`src/rtl/sub_regfile_pkg.sv`:
```
// Shared types and default sizing for the sub_regfile operand bank.
package sub_regfile_pkg;

  localparam int DEF_WIDTH = 16;
  localparam int DEF_NREGS = 4;

  typedef enum logic [1:0] {
    OP_LOAD = 2'd0,
    OP_COPY = 2'd1,
    OP_SUB  = 2'd2,
    OP_MOD  = 2'd3
  } op_t;

  typedef enum logic {
    ST_IDLE     = 1'b0,
    ST_MOD_LOOP = 1'b1
  } state_t;

endpackage

```
`src/rtl/sub_regfile_alu.sv`:
```
// Combinational subtract/compare shared by the SUB command and the MOD loop.
module sub_regfile_alu #(
  parameter int WIDTH = 16
) (
  input  logic [WIDTH-1:0] a,
  input  logic [WIDTH-1:0] b,
  output logic [WIDTH-1:0] diff,
  output logic             ge
);

  assign diff = a - b;
  assign ge   = (a >= b);

endmodule

```
`src/rtl/sub_regfile.sv`:
```
// Operand register bank with LOAD/COPY/SUB and an iterative repeated-subtract MOD.
// The modulo opcode and its loop state exist only when SUB_REGFILE_MOD_EN is defined.
//
// state       | meaning
// ST_IDLE     | ready for a command; single-cycle ops complete here
// ST_MOD_LOOP | subtracting R[src] from R[dst] until R[dst] < R[src]
module sub_regfile
  import sub_regfile_pkg::*;
#(
  parameter int  WIDTH  = DEF_WIDTH,
  parameter int  NREGS  = DEF_NREGS,
  localparam int ADDR_W = $clog2(NREGS)
) (
  input  logic              CLK,
  input  logic              RST_N,
  input  logic              cmd_valid,
  output logic              cmd_ready,
  input  logic [1:0]        cmd_op,
  input  logic [ADDR_W-1:0] cmd_dst,
  input  logic [ADDR_W-1:0] cmd_src,
  input  logic [WIDTH-1:0]  cmd_data,
  input  logic [ADDR_W-1:0] rd_addr,
  output logic [WIDTH-1:0]  rd_data,
  output logic              done,
  output logic              err,
  output logic              borrow
);

  localparam logic [ADDR_W:0] NREGS_A = (ADDR_W + 1)'(NREGS);

  logic [WIDTH-1:0]  regs [NREGS];
  state_t            state, state_nxt;
  op_t               op;
  logic              accept;
  logic              dst_ok, src_ok, legal;
  logic [ADDR_W-1:0] a_idx, b_idx;
  logic [WIDTH-1:0]  a_val, b_val, diff;
  logic              ge;
  logic              wr_en;
  logic [ADDR_W-1:0] wr_idx;
  logic [WIDTH-1:0]  wr_data;
  logic              done_nxt, err_nxt, borrow_en;
  logic              done_q, err_q, borrow_q;

  assign op     = op_t'(cmd_op);
  assign accept = cmd_valid && cmd_ready;
  assign dst_ok = ({1'b0, cmd_dst} < NREGS_A);
  assign src_ok = ({1'b0, cmd_src} < NREGS_A);
  assign legal  = dst_ok && ((op == OP_LOAD) || src_ok);

`ifdef SUB_REGFILE_MOD_EN
  logic [ADDR_W-1:0] mod_dst, mod_src;
  logic              mod_latch;

  assign a_idx     = (state == ST_MOD_LOOP) ? mod_dst : cmd_dst;
  assign b_idx     = (state == ST_MOD_LOOP) ? mod_src : cmd_src;
  assign cmd_ready = (state == ST_IDLE);

  always_ff @(posedge CLK or negedge RST_N) begin
    if (!RST_N) begin
      mod_dst <= '0;
      mod_src <= '0;
    end else if (mod_latch) begin
      mod_dst <= cmd_dst;
      mod_src <= cmd_src;
    end
  end
`else
  assign a_idx     = cmd_dst;
  assign b_idx     = cmd_src;
  assign cmd_ready = 1'b1;
`endif

  // Out-of-range indices read as zero rather than aliasing a real register.
  always_comb begin
    a_val   = '0;
    b_val   = '0;
    rd_data = '0;
    for (int i = 0; i < NREGS; i++) begin
      if (a_idx == ADDR_W'(i))   a_val   = regs[i];
      if (b_idx == ADDR_W'(i))   b_val   = regs[i];
      if (rd_addr == ADDR_W'(i)) rd_data = regs[i];
    end
  end

  sub_regfile_alu #(.WIDTH(WIDTH)) u_alu (
    .a    (a_val),
    .b    (b_val),
    .diff (diff),
    .ge   (ge)
  );

  always_comb begin
    state_nxt = state;
    wr_en     = 1'b0;
    wr_idx    = a_idx;
    wr_data   = diff;
    done_nxt  = 1'b0;
    err_nxt   = 1'b0;
    borrow_en = 1'b0;
`ifdef SUB_REGFILE_MOD_EN
    mod_latch = 1'b0;
`endif
    case (state)
      ST_IDLE: begin
        if (accept) begin
          if (!legal) begin
            done_nxt = 1'b1;
            err_nxt  = 1'b1;
          end else begin
            case (op)
              OP_LOAD: begin
                wr_en    = 1'b1;
                wr_data  = cmd_data;
                done_nxt = 1'b1;
              end
              OP_COPY: begin
                wr_en    = 1'b1;
                wr_data  = b_val;
                done_nxt = 1'b1;
              end
              OP_SUB: begin
                wr_en     = 1'b1;
                wr_data   = diff;
                borrow_en = 1'b1;
                done_nxt  = 1'b1;
              end
              OP_MOD: begin
`ifdef SUB_REGFILE_MOD_EN
                if (b_val == '0) begin
                  done_nxt = 1'b1;
                  err_nxt  = 1'b1;
                end else begin
                  mod_latch = 1'b1;
                  state_nxt = ST_MOD_LOOP;
                end
`else
                done_nxt = 1'b1;
                err_nxt  = 1'b1;
`endif
              end
              default: ;
            endcase
          end
        end
      end
`ifdef SUB_REGFILE_MOD_EN
      // With dst==src the divisor itself reaches zero after one subtract,
      // so the nonzero test is what terminates that case.
      ST_MOD_LOOP: begin
        if (ge && (b_val != '0)) begin
          wr_en = 1'b1;
        end else begin
          state_nxt = ST_IDLE;
          done_nxt  = 1'b1;
        end
      end
`endif
      default: state_nxt = ST_IDLE;
    endcase
  end

  always_ff @(posedge CLK or negedge RST_N) begin
    if (!RST_N) begin
      state    <= ST_IDLE;
      done_q   <= 1'b0;
      err_q    <= 1'b0;
      borrow_q <= 1'b0;
      for (int i = 0; i < NREGS; i++) regs[i] <= '0;
    end else begin
      state  <= state_nxt;
      done_q <= done_nxt;
      err_q  <= err_nxt;
      if (borrow_en) borrow_q <= ~ge;
      for (int i = 0; i < NREGS; i++) begin
        if (wr_en && (wr_idx == ADDR_W'(i))) regs[i] <= wr_data;
      end
    end
  end

  assign done   = done_q;
  assign err    = err_q;
  assign borrow = borrow_q;

endmodule
```
`config.mk`:
```
export PLATFORM = sky130hd
export DESIGN_NAME = sub_regfile
export DESIGN_NICKNAME = d
export VERILOG_FILES = /design/src/rtl/sub_regfile_pkg.sv /design/src/rtl/sub_regfile_alu.sv /design/src/rtl/sub_regfile.sv
export SDC_FILE = /design/constraint.sdc
export NUM_CORES = 1
export LEC_CHECK = 0
export ABC_AREA = 1
export ABC_CLOCK_PERIOD_IN_PS = 3400
export BUFFER_PORTS_ARGS = -buffer_cell sky130_fd_sc_hd__buf_4
export CORE_MARGIN = 3
export CORE_UTILIZATION = 60
export DETAILED_ROUTE_END_ITERATION = 8
export MAX_ROUTING_LAYER = met4
export PLACE_DENSITY = 0.8
export SLEW_MARGIN = 20
export SYNTH_ARGS = -nofsm -noshare
export SYNTH_HDL_FRONTEND = slang
export SYNTH_SLANG_ARGS = --single-unit
```
`constraint.sdc`:
```
create_clock -name CLK -period 3.4 [get_ports CLK]
set_input_delay 0.51 -clock CLK [delete_from_list [all_inputs] [get_ports CLK]]
set_output_delay 0.51 -clock CLK [all_outputs]
set_load 0.01 [all_outputs]
```
# == Word-level counts from Yosys, hierarchy flattened ==
# Cells that the tools add are included.
# totals
reg_bits,67
inputBits,27
out_inout_bits,20
word_cells,54
# classes
addsub,1
n_lt_le_gt_ge,1
n_eq_ne,12
mux,22
bitwise_logic,1
n_reduce_logical,10
# op_table
operator,count
2-to-1 mux 16 bit,13
case mux 16 bit (2 select lines),1
"equality test 2 bit, second input constant",8
>= comparator 16 bit,1
subtractor 16 bit,1
"equality test 2 x 1 -> 1 bit, second input constant",4
zero test 2 bit,4
2-to-1 mux 1 bit,8
logical AND 1 bit,4
OR reduction 4 bit,1
OR reduction 3 bit,1
inverter 1 bit,1

# == Longest topological paths before layout ==
# depth
word_depth,8
depth_mapped,19

# == Hierarchy ==
# Synthesis repeated with hierarchy kept, for this count alone.
# unflattened
hier_cells,874
area_unflattened_um2,5388.9
# modules_own_cells
module,instances,cells_per_inst,area_each_um2,seq_area_each_um2
sub_regfile,1,664,4322.9,1676.6
sub_regfile_alu,1,210,1066.0,0.0

# == Worst setup path before layout ==
# Ideal clock, no wire load.
# synth_timing
path_kind,in2reg
start,input port cmd_dst[0]
end,register regs[24] (netlist bit)
setup_time_ps,65
t_arrival_ps,2504
t_required_ps,3335
slack_ps,831
path_stages,17
path_buffers,1
path_cell_list,inv_2 clkbuf_1 a221oi_1 nor2_1 a21oi_1 ha_1 inv_1 fa_1 nand3_1 nand3_1 nand2_1 nand3_1 nand2_1 nand2_1 o21ai_1 nand2_1 nand2_1
# synth_via
elab_chain_len,8
word_cells_on_any_way,12
classes_between,add/sub: 1; eq/ne: 3; mux: 6; reduce/logical: 2
# synth_lines
item,line,text
"start, declared",sub_regfile.sv:19,"input logic [ADDR_W-1:0] cmd_dst,"
zero test 2 bit,sub_regfile.sv:80,if (a_idx == ADDR_W'(i)) a_val = regs[i];
2-to-1 mux 16 bit (4 in series),sub_regfile.sv:80,
subtractor 16 bit,sub_regfile_alu.sv:11,assign diff = a - b;
case mux 16 bit (2 select lines),sub_regfile.sv:111,case (op)
2-to-1 mux 16 bit,sub_regfile.sv:106,if (accept) begin
"end signal, assigned by index",sub_regfile.sv:176,if (wr_en && (wr_idx == ADDR_W'(i))) regs[i] <= wr_data;
"end, declared",sub_regfile.sv:31,logic [WIDTH-1:0] regs [NREGS];
# Parallel ways exist; a longest one is shown, timed or not.
# A chain may end at the register's enable or synchronous reset.

# == Worst setup path in the final report ==
# layout_timing
start,input port cmd_src[1]
end,register regs[56] (netlist bit)
# layout_via
elab_chain_len,8
word_cells_on_any_way,11
classes_between,add/sub: 1; eq/ne: 3; mux: 6; reduce/logical: 1
# layout_lines
item,line,text
"start, declared",sub_regfile.sv:20,"input logic [ADDR_W-1:0] cmd_src,"
zero test 2 bit,sub_regfile.sv:81,if (b_idx == ADDR_W'(i)) b_val = regs[i];
2-to-1 mux 16 bit (3 in series),sub_regfile.sv:81,
2-to-1 mux 16 bit (*),sub_regfile.sv:81,
subtractor 16 bit,sub_regfile_alu.sv:11,
case mux 16 bit (2 select lines),sub_regfile.sv:111,
2-to-1 mux 16 bit (*),sub_regfile.sv:106,
# Every way passes the cells marked *; elsewhere a longest branch is shown, timed or not.

==> results summary <==
Internal power comes to around 0.0025 W. The top routing layer in use is met4. The number of antenna diodes in the final layout is 0. The total number of vias came out at slightly below 6000. Each instance of the synthesized netlist takes up on average between 6 and 7 sq um. Synthesis produced a netlist whose cell count is ~840. The run finished with clean final reports. The depth of the most critical reg-to-reg path is 15. The via density per instance came out at slightly above 6. The number of failing setup endpoints in the final timing report came out at 0. For this run, the total global-route usage over all layers was measured as 0.398. The number of clock sinks came out at between 60 and 70. For this run, the top clock speed supported by timing is about 340 MHz. The routed design could run at a clock period as short as 2910 ps. After floorplanning, the core was divided into 33 placement rows. The share of power burned in combinational logic is 0.561. The pin count of the biggest net entering global routing is 68. The number of max-capacitance violations reported came out at 0. The switching portion of total power is 0.510.

The largest fanout of any net on the critical path came out at 13. The global route total overflow came out at 0. The final wirelength is around 19 mm. The first-pass GRT wire length came out at around 29 mm.

The share of total power in the clock network came out at 0.138. The worst endpoint data arrival time is roughly 3200 ps. The startpoint class of the critical path is an input port.

The wire length on met1 is approximately 7 mm. The setup path with the least slack is of type in2reg. The critical path goes through buf_4, inv_2, nand2_1, o21ai_0, o21ai_1, nand2_1, ha_1, inv_1, fa_1, nand3_1, nand3_1, nand2_1, nand3_1, nand2_1, nand2_1, o21ai_1, nand2_1, nand2_1.

The share of flip-flops with an asynchronous set or reset after synthesis came out at 1.00. Of the total power, registers draw 0.301. Counting stages on the worst path, the most repeated cell is sky130_fd_sc_hd__nand2_1. The total area of multi-input combinational cells came out at ~3000 sq um.

Leaving out fill and tap cells, the most frequent cell in the layout is sky130_fd_sc_hd__nand2_1. Fill cells in the final layout number roughly 700. The hold-fix buffer count after cts is 0. For this design, the slowest cell found on the critical path is sky130_fd_sc_hd__fa_1.

The count of unresolved DRC violations after routing came out at 0. The number of iterations in the first detailed-routing pass came out at 5. The number of different library cells used by synthesis comes to 33. The max-slew headroom at the worst pin is 0.358. The met3 layer wire length in the routed design is 2.66 mm. The flop and latch count out of synthesis came out at 67. The sequential cell area is 1680 sq um. The vertical die dimension is approximately 99 um.

The number of global-route vias before repair came out at 5831. Summed over all failing endpoints, the final setup total negative slack is 0 ps. The dominant cell type by area after synthesis is sky130_fd_sc_hd__dfrtp_1.

The number of gates resized after CTS came out at 0. The reported leakage power came out at 3.14 nW. The maximum count of clock buffers along a single path is 2. The clock reaches the later pin of the worst-skew pair after 350 ps. TritonCTS built the clock tree.

The final weighted congestion of routability-driven global placement came out at ~1. The number of setup buffers added after CTS is 0. Across the VDD grid, the largest voltage drop is around 450 uV. The total net switching power came out at roughly 0.0026 W. The longest individual stage delay on the worst path came out at about 420 ps. The critical path data required time came out at 3690 ps. Of the cells placed in the final design, the portion with a size suffix greater than 1 is 0.108. After detailed routing, the met2 layer carries 8.33 mm of wire. In the layout the commonest cells are sky130_fd_sc_hd__nand2_1 (378), sky130_fd_sc_hd__inv_1 (99), sky130_fd_sc_hd__dfrtp_1 (67). The number of levels in the clock H-tree came out at 3. The net count of the mapped netlist is between 800 and 900. The total number of nets in the final design is 921. The number of I/O port buffers is 45. The number of warnings issued by yosys is 0.

The worst clock skew on the final layout came out at 9.58 ps. The most used flip-flop cell after synthesis is sky130_fd_sc_hd__dfrtp_1. The clock-pin transition on the worst setup and hold timing paths is 90 ps. The ratio of total power to cell area came out at around 870 nW/um^2. Setup repair after global routing left no endpoint under its margin. The number of antenna violations at the first check in global routing came out at 0. The post-synthesis sequential area ratio is 0.323. The area inside the core boundary came out at 8300 sq um. At the pin with the least slew margin, the transition time is ~960 ps.

In this run the worst hold path is classified as in2async. The final hold slack is around 260 ps. Once detail routing completed, the nets flagged for antenna violations numbered 0. The number of buffers created by CTS came out at 9. The first-iteration detailed-routing DRC count came out at 933.

The die extent in x is 99.0 um. Sorting the synthesized cells by area gives the leading types as sky130_fd_sc_hd__dfrtp_1 (32%), sky130_fd_sc_hd__nand2_1 (27%), sky130_fd_sc_hd__inv_1 (7.2%), sky130_fd_sc_hd__o21ai_0 (5.4%), sky130_fd_sc_hd__ha_1 (3.9%). Dividing the final minimum period by the clock period gives 0.857. The I/O pin total is 47.

The area added between synthesis and finish is 11.7%. The half-perimeter wire length of the detailed placement result is roughly 13 mm. The area of the die came out at 9800 sq um. The final number of hold-violating endpoints came out at 0. The mean routed wirelength per cell is ~19 um. The clock root buffer is sky130_fd_sc_hd__clkbuf_8. STA classifies the critical path endpoint as a register. The fraction of synthesized cell area taken by the top area cell type is 0.323. The synthesized netlist occupies a cell area of between 5000 and 6000 sq um. The count of flip-flops with a built-in enable after synthesis is 0. The final max-slew violation count came to 0. The initial utilization of the core area, before any placement, comes to 0.625.
power by group through the flow:
stage          clock network (W)  registers (W)  logic [W]
2_1_floorplan                  0        0.00140    0.00194
3_3_place_gp                   0        0.00150    0.00264
3_5_place_dp                   0        0.00150    0.00274
4_1_cts                 0.000697        0.00149    0.00275
5_1_grt                 0.000738        0.00156    0.00316
6_report                0.000697        0.00152    0.00283
final timing paths:
kind,startpoint,end,slack (ps)
setup / recovery,cmd_src[1],regs[56],490
hold / removal,RST_N,done,260
setup reg to reg,regs[48],regs[56],630
hold reg to reg,regs[9],regs[9],490
max in group asynchronous,RST_N,regs[34],2550
min in group CLK,cmd_valid,done,410
routing by layer:
layer  vias to the layer above  global-route usage
met5                         -                   -
met4                         0               0.166
met3                        73               0.138
met2                       429               0.585
met1                      2700               0.499
li1                       2750                   -
through the flow:
| stage | utilization | total power [W] | cells | setup WS [ps] | cell area, sq um |
|---|---|---|---|---|---|
| after floorplan | - | 0.00334 | 836 | 831 | 5190 |
| after global placement | 0.675 | 0.00414 | 971 | 297 | 5600 |
| after detailed placement | 0.675 | 0.00424 | 971 | 208 | 5600 |
| after CTS | 0.699 | 0.00494 | 987 | 566 | 5800 |
| after global routing | 0.699 | 0.00546 | 987 | 263 | 5800 |
| final | 0.699 | 0.00505 | 987 | 486 | 5800 |
state kept, by name (all words and copies together) (netlist names):
register / flops
regs: 64
borrow: 1
done: 1
err: 1
worst max-delay path: cells and delay by family:
family | cells | cell delay, ps
buffers and inverters | 3 | 440
AOI/OAI and AO/OA | 3 | 550
and+or+nand+nor | 10 | 1130
adders and majority gates | 2 | 570
logic make-up after synthesis:
kind of cell | after synthesis | share of synthesized area
AO/OA/AOI/OAI | 141 | 0.159
adder cells (fa/ha/maj) | 17 | 0.0424
AND/OR/NAND/NOR | 476 | 0.371
buffers and inverters | 134 | 0.104
flip-flops | 67 | 0.323
other | 1 | 0.000723
synth_stat cells, types with 9 or more instances:
library cell / count
sky130_fd_sc_hd__dfrtp_1: 67
sky130_fd_sc_hd__o21ai_0: 56
sky130_fd_sc_hd__ha_1: 16
sky130_fd_sc_hd__inv_2: 11
sky130_fd_sc_hd__nand3_1: 36
sky130_fd_sc_hd__buf_2: 12
sky130_fd_sc_hd__nand2_1: 378
sky130_fd_sc_hd__nor2_1: 36
sky130_fd_sc_hd__o21ai_1: 9
sky130_fd_sc_hd__o22ai_1: 24
sky130_fd_sc_hd__a21oi_1: 25
sky130_fd_sc_hd__inv_1: 99
layout make-up:
class                      instances  share of cell area
inverter                         111              0.0718
clock buffer                       9              0.0214
multi-input combinational        635               0.513
clock inverter                     7              0.0134
tap                              105              0.0227
timing repair buffer              53              0.0686
sequential                        67               0.289
(Power assumes the default switching activity.)
